### src/rtl/fifo_stream_pkg.sv
// ---------------------------------------------------------------------------
// fifo_stream_pkg : shared constants and helpers for fifo_stream_reader (rev 1.0)
// ---------------------------------------------------------------------------
`default_nettype none
`timescale 1ns/1ps

package fifo_stream_pkg;

  localparam int RD_LAT_MIN = 1;
  localparam int RD_LAT_MAX = 2;

  // Bits needed to hold any value in 0..n inclusive.
  function automatic int clog2p1(input int n);
    int w;
    w = 1;
    while ((1 << w) <= n) begin
      w = w + 1;
    end
    return w;
  endfunction

endpackage

`default_nettype wire

### src/rtl/sfifo_buf.sv
// ---------------------------------------------------------------------------
// sfifo_buf : single-clock synchronous FIFO, any DEPTH >= 1 (rev 1.0)
// ---------------------------------------------------------------------------
`default_nettype none
`timescale 1ns/1ps

module sfifo_buf
  import fifo_stream_pkg::*;
#(
  parameter int DATA_WIDTH = 8,
  parameter int DEPTH      = 2
) (
  input  logic                         clk,
  input  logic                         rst_n,
  input  logic                         push,
  input  logic [DATA_WIDTH-1:0]        push_data,
  input  logic                         pop,
  output logic [DATA_WIDTH-1:0]        pop_data,
  output logic [clog2p1(DEPTH)-1:0]    count
);

  localparam int PW = (DEPTH > 1) ? $clog2(DEPTH) : 1;
  localparam int CW = clog2p1(DEPTH);

  logic [DATA_WIDTH-1:0] r_mem [DEPTH];
  logic [PW-1:0]         r_rd_ptr;
  logic [PW-1:0]         r_wr_ptr;
  logic                  w_pop;
  logic                  w_push;

  // Pointers wrap explicitly so DEPTH need not be a power of two.
  function automatic logic [PW-1:0] next_ptr(input logic [PW-1:0] p);
    if (p == PW'(DEPTH - 1)) begin
      return '0;
    end
    return p + PW'(1);
  endfunction

  assign w_pop    = pop && (count != '0);
  assign w_push   = push && ((count != CW'(DEPTH)) || w_pop);
  assign pop_data = r_mem[r_rd_ptr];

  always_ff @(posedge clk or negedge rst_n) begin
    if (!rst_n) begin
      r_rd_ptr <= '0;
      r_wr_ptr <= '0;
      count    <= '0;
      for (int i = 0; i < DEPTH; i++) begin
        r_mem[i] <= '0;
      end
    end else begin
      if (w_push) begin
        r_mem[r_wr_ptr] <= push_data;
        r_wr_ptr        <= next_ptr(r_wr_ptr);
      end
      if (w_pop) begin
        r_rd_ptr <= next_ptr(r_rd_ptr);
      end
      case ({w_push, w_pop})
        2'b10:   count <= count + CW'(1);
        2'b01:   count <= count - CW'(1);
        default: count <= count;
      endcase
    end
  end

endmodule

`default_nettype wire

### src/rtl/fifo_stream_reader.sv
// ---------------------------------------------------------------------------
// fifo_stream_reader : drains a fixed-latency FIFO read port into VALID/READY.
// Optional BEAT_CNT/UNDERRUN outputs with FIFO_STREAM_READER_CNT_EN (rev 1.0)
// ---------------------------------------------------------------------------
`default_nettype none
`timescale 1ns/1ps

module fifo_stream_reader
  import fifo_stream_pkg::*;
#(
  parameter int DATA_WIDTH = 8,
  parameter int RD_LATENCY = 1,
  parameter int BUF_DEPTH  = RD_LATENCY + 1
) (
  input  logic                              clk,
  input  logic                              rst_n,
  input  logic                              f_empty,
  output logic                              f_ren,
  input  logic [DATA_WIDTH-1:0]             f_rdata,
  output logic                              m_valid,
  input  logic                              m_ready,
  output logic [DATA_WIDTH-1:0]             m_data,
  output logic [clog2p1(BUF_DEPTH)-1:0]     level
`ifdef FIFO_STREAM_READER_CNT_EN
  ,
  output logic [31:0]                       beat_cnt,
  output logic                              underrun
`endif
);

  localparam int IW = clog2p1(RD_LATENCY);
  localparam int SW = clog2p1(BUF_DEPTH + RD_LATENCY);

  if ((RD_LATENCY < RD_LAT_MIN) || (RD_LATENCY > RD_LAT_MAX)) begin : g_bad_latency
    $error("fifo_stream_reader: RD_LATENCY out of range");
  end
  if (BUF_DEPTH < RD_LATENCY + 1) begin : g_bad_depth
    $error("fifo_stream_reader: BUF_DEPTH must be at least RD_LATENCY+1");
  end

  logic [RD_LATENCY-1:0] r_pipe;
  logic [IW-1:0]         w_inflight;
  logic [SW-1:0]         w_committed;
  logic                  w_pop;
  logic                  w_push;

  always_comb begin
    w_inflight = '0;
    for (int i = 0; i < RD_LATENCY; i++) begin
      w_inflight = w_inflight + IW'(r_pipe[i]);
    end
  end

  assign w_pop  = m_valid & m_ready;
  assign w_push = r_pipe[RD_LATENCY-1];

  // Credit: buffered plus in-flight words, less the one leaving now, must
  // leave room for the read being requested.
  assign w_committed = SW'(level) + SW'(w_inflight) - SW'(w_pop);
  assign f_ren       = ~f_empty & rst_n & (w_committed < SW'(BUF_DEPTH));

  always_ff @(posedge clk or negedge rst_n) begin
    if (!rst_n) begin
      r_pipe <= '0;
    end else begin
      r_pipe[0] <= f_ren;
      for (int i = 1; i < RD_LATENCY; i++) begin
        r_pipe[i] <= r_pipe[i-1];
      end
    end
  end

  sfifo_buf #(
    .DATA_WIDTH (DATA_WIDTH),
    .DEPTH      (BUF_DEPTH)
  ) u_buf (
    .clk       (clk),
    .rst_n     (rst_n),
    .push      (w_push),
    .push_data (f_rdata),
    .pop       (w_pop),
    .pop_data  (m_data),
    .count     (level)
  );

  assign m_valid = (level != '0);

`ifdef FIFO_STREAM_READER_CNT_EN
  always_ff @(posedge clk or negedge rst_n) begin
    if (!rst_n) begin
      beat_cnt <= '0;
      underrun <= 1'b0;
    end else begin
      beat_cnt <= beat_cnt + 32'(w_pop);
      underrun <= m_ready & ~m_valid & f_empty;
    end
  end
`endif

endmodule

`default_nettype wire

### config.mk
export PLATFORM = sky130hd
export DESIGN_NAME = fifo_stream_reader
export DESIGN_NICKNAME = d
export VERILOG_FILES = /design/src/rtl/fifo_stream_pkg.sv /design/src/rtl/sfifo_buf.sv /design/src/rtl/fifo_stream_reader.sv
export SDC_FILE = /design/constraint.sdc
export NUM_CORES = 1
export LEC_CHECK = 0
export ABC_AREA = 1
export CAP_MARGIN = 5
export CORE_MARGIN = 2
export CORE_UTILIZATION = 29
export CTS_BUF_LIST = sky130_fd_sc_hd__clkbuf_4 sky130_fd_sc_hd__clkbuf_8 sky130_fd_sc_hd__clkbuf_16
export DETAILED_ROUTE_END_ITERATION = 12
export DONT_BUFFER_PORTS = 1
export PLACE_DENSITY = 0.52
export SLEW_MARGIN = 20
export SYNTH_ARGS = -nofsm -noshare
export SYNTH_HDL_FRONTEND = slang
export SYNTH_SLANG_ARGS = --single-unit
### constraint.sdc
create_clock -name clk -period 3.5 [get_ports clk]
set_input_delay 0.7 -clock clk [delete_from_list [all_inputs] [get_ports clk]]
set_output_delay 0.7 -clock clk [all_outputs]
set_load 0.02 [all_outputs]
==> results by group <==
Run status
  – Status: finished, final reports clean

CTS
  – Worst-Skew Late Latency: 0.26 ns
  – CTS tree: yes
  – Cts repair resizes: 0
  – TritonCTS sink count: 21
  – Postcts setup bufs: 0
  – H-tree lvl count: 1
  – Worst-path clk slew: 0.08 ns
  – Root buffer cell: clkbuf_8
  – Cts hold-fix bufs: 0
  – CTS Buf Count: 3
  – Clock Path Buffers: 2

Setup path
  – Cell breakdown of the critical path: inv_1 > nand2_1 > nand2_1 > inv_1 > ha_1 > nor2_1 > inv_1 > nand2_1 > nand2_1 > nor2_1
  – Classification of the worst setup path: reg2out
  – CP max stage delay: about 0.56 ns
  – CP arrival: 2.24 ns
  – Reg2reg start: u_buf.count[1]$_DFFE_PN0P_
  – Setup crit end kind: output pin
  – Critical path startpoint category: register
  – Setup crit start: u_buf.count[1]$_DFFE_PN0P_
  – CP max FO: 5
  – Worst path most repeated cell: nand2_1
  – Critical-path top delay cell: dfrtp_1
  – Crit path required time: 2.80 ns

STA
  – Final setup TNS: 0 ns
  – Worst slew margin relative to its limit: 69.60%
  – Final Critical Period: 2.945 ns
  – Worst-Margin Slew: approximately 0.46 ns
  – Fin. Hold Viols: 0
  – Final slew viol count: 0
  – Period utilization: ~84%
  – # setup viols final: 0
  – Worst Skew: between 0.005 and 0.006 ns
  – Max Fclk: roughly 340 MHz
  – Final hold slack: approximately 0.13 ns
  – Unrepaired setup endpoints after global routing: false

GRT
  – Vias in the first global route: roughly 860
  – GRT Total Usage: 12.73%
  – Largest net degree at the start of global routing: 23
  – Grt ovf: 0
  – First-pass GRT wire length: approximately 4200 µm
  – Initial antenna violation count: 0

Detailed routing
  – Router iterations before antenna repair: 6
  – DR iter-0 viols: 79
  – Routed wire length: about 2500 µm
  – Routed wire per std cell: approximately 13 µm
  – Via count: roughly 870
  – DRC: 0
  – Number of routed nets with antenna violations: 0
  – Via/cell ratio: 4.723

Power
  – Max VDD drop: approximately 0.37 mV
  – Pleak: around 0.62 nW
  – Power per Cell Area: between 900 and 1000 nW/µm²
  – Overall power: about 1.1 mW

Placement
  – RePlAce Congestion: between 0.7 and 0.8
  – Port Buf Inserts: 0
  – Post-DP Area: 1136 µm²
  – Placed wire-length estimate: ~1700 µm

Synthesis
  – Mapped Area: roughly 1100 µm²
  – Sequential area share after synthesis: a little under half
  – Syn_nets: 150
  – Synth top area share: between 40% and 50%
  – Area contributors post-synth: dfrtp_1, nand2_1, nand4_1
  – Synth Register Bits: 21
  – Synth warn: 0
  – Mapped Avg Cell Area: around 8 µm²
  – Synth unique cells: 19
  – Yosys top cell by area: dfrtp_1
  – Cells after synthesis: about 140

Finish
  – Fin area: between 1000 and 1500 µm²
  – Area grow syn2layout: 5.468%
  – Commonest non-fill, non-tap cell in the layout: nand2_1
  – Multi-input gate area: 488.0 µm²
  – Most frequent cells in the layout: nand2_1, dfrtp_1, nand4_1
  – Sequential Area: 525.5 µm²
  – Ant. Diodes: 0
  – Filler cell count: between 400 and 500
  – Utilization after layout: between 30% and 40%
  – Layout Nets: 151
  – Fraction of layout cells with a size suffix above 1: slightly above 8%

Die
  – Initial Util: a little over 30%
  – IO Pins: 24
  – Num rows: 22
  – Die Y: between 60 and 70 µm
  – Core area: 3689 µm²
  – Die area: 4379 µm²
  – Die X: 66.18 µm

Worst hold path
  – Min-delay worst type: in2async

Job
  – Max_cap viols: 0
## critical path, delay by kind of cell (launching register included)
kind,cells,cell delay [ns]
buffers and inverters,3,0.28
flip-flops,1,0.56
adder cells (fa/ha/maj),1,0.23
AND/OR/NAND/NOR,6,0.92
## stage by stage
stage	std cells	worst slack [ns]
CTS	184	0.5216
finish	184	0.5551
global placement	180	0.9053
detailed placement	180	0.8162
floorplan	136	1.008
global route	184	0.3317
## power breakdown
part / total, mW / internal (mW) / switching, mW
clock network: 0.157 / 0.0792 / 0.0779
logic: 0.484 / 0.150 / 0.334
registers: 0.472 / 0.352 / 0.120
## synth_stat cells
library cell / n
nand3_4: 3
buf_8: 1
or2_2: 1
bufinv_8: 1
nand4_1: 17
inv_1: 8
nand3_1: 2
clkbuf_8: 1
nor2_1: 2
nand2_1: 70
buf_6: 1
xnor2_1: 1
buf_2: 1
dfrtp_1: 21
inv_2: 1
ha_1: 2
clkinv_1: 1
buf_4: 1
xor2_1: 1
## cell type report
| type | instances | share of cell area (%) |
|---|---|---|
| clock buffers | 3 | 3.492 |
| flip-flops and latches | 21 | 44.44 |
| multi-input cells | 99 | 41.27 |
| inverters | 11 | 4.656 |
| repair buffers | 1 | 0.6349 |
| clock inverters | 1 | 0.4233 |
| well taps | 48 | 5.079 |
## sequential cells by signal, indices dropped and copies added, names as in the netlist
register and count:
r_pipe 1, u_buf.r_rd_ptr 1, u_buf.r_mem 16, u_buf.r_wr_ptr 1, u_buf.count 2
## kinds of logic (layout without fill, tap and decap cells)
family / after synthesis / count (layout) / synth area share [%]
AND/OR/NAND/NOR: 95 / 95 / 39.73
adder cells (fa/ha/maj): 2 / 2 / 2.232
buffers and inverters: 16 / 16 / 9.597
XOR/XNOR: 2 / 2 / 1.563
flip-flops: 21 / 21 / 46.87
## path summary, 6_finish.rpt
check	depth (start not counted)	slack (ns)	to
max	10	0.56	f_ren
max in group asynchronous	0	3.30	u_buf.count[1]$_DFFE_PN0P_
min	0	0.13	u_buf.r_mem[2]$_DFFE_PN0P_
min in group clk	2	0.47	u_buf.r_mem[9]$_DFFE_PN0P_
min reg2reg	2	0.47	u_buf.r_mem[9]$_DFFE_PN0P_
max reg2reg	10	1.37	r_pipe$_DFF_PN0_
## layer usage
metal  track usage (%)  wire length [µm]  part of all wire, %  vias to the layer above
met5                 0                 0                    0                        -
met4             2.296                16                 0.65                        0
met3             6.474               239                  9.7                        2
met2             19.63              1158                   47                       23
met1             16.08              1049                   43                      405
li1                  -                 -                    -                      439
Power figures use the tool's default switching activity.
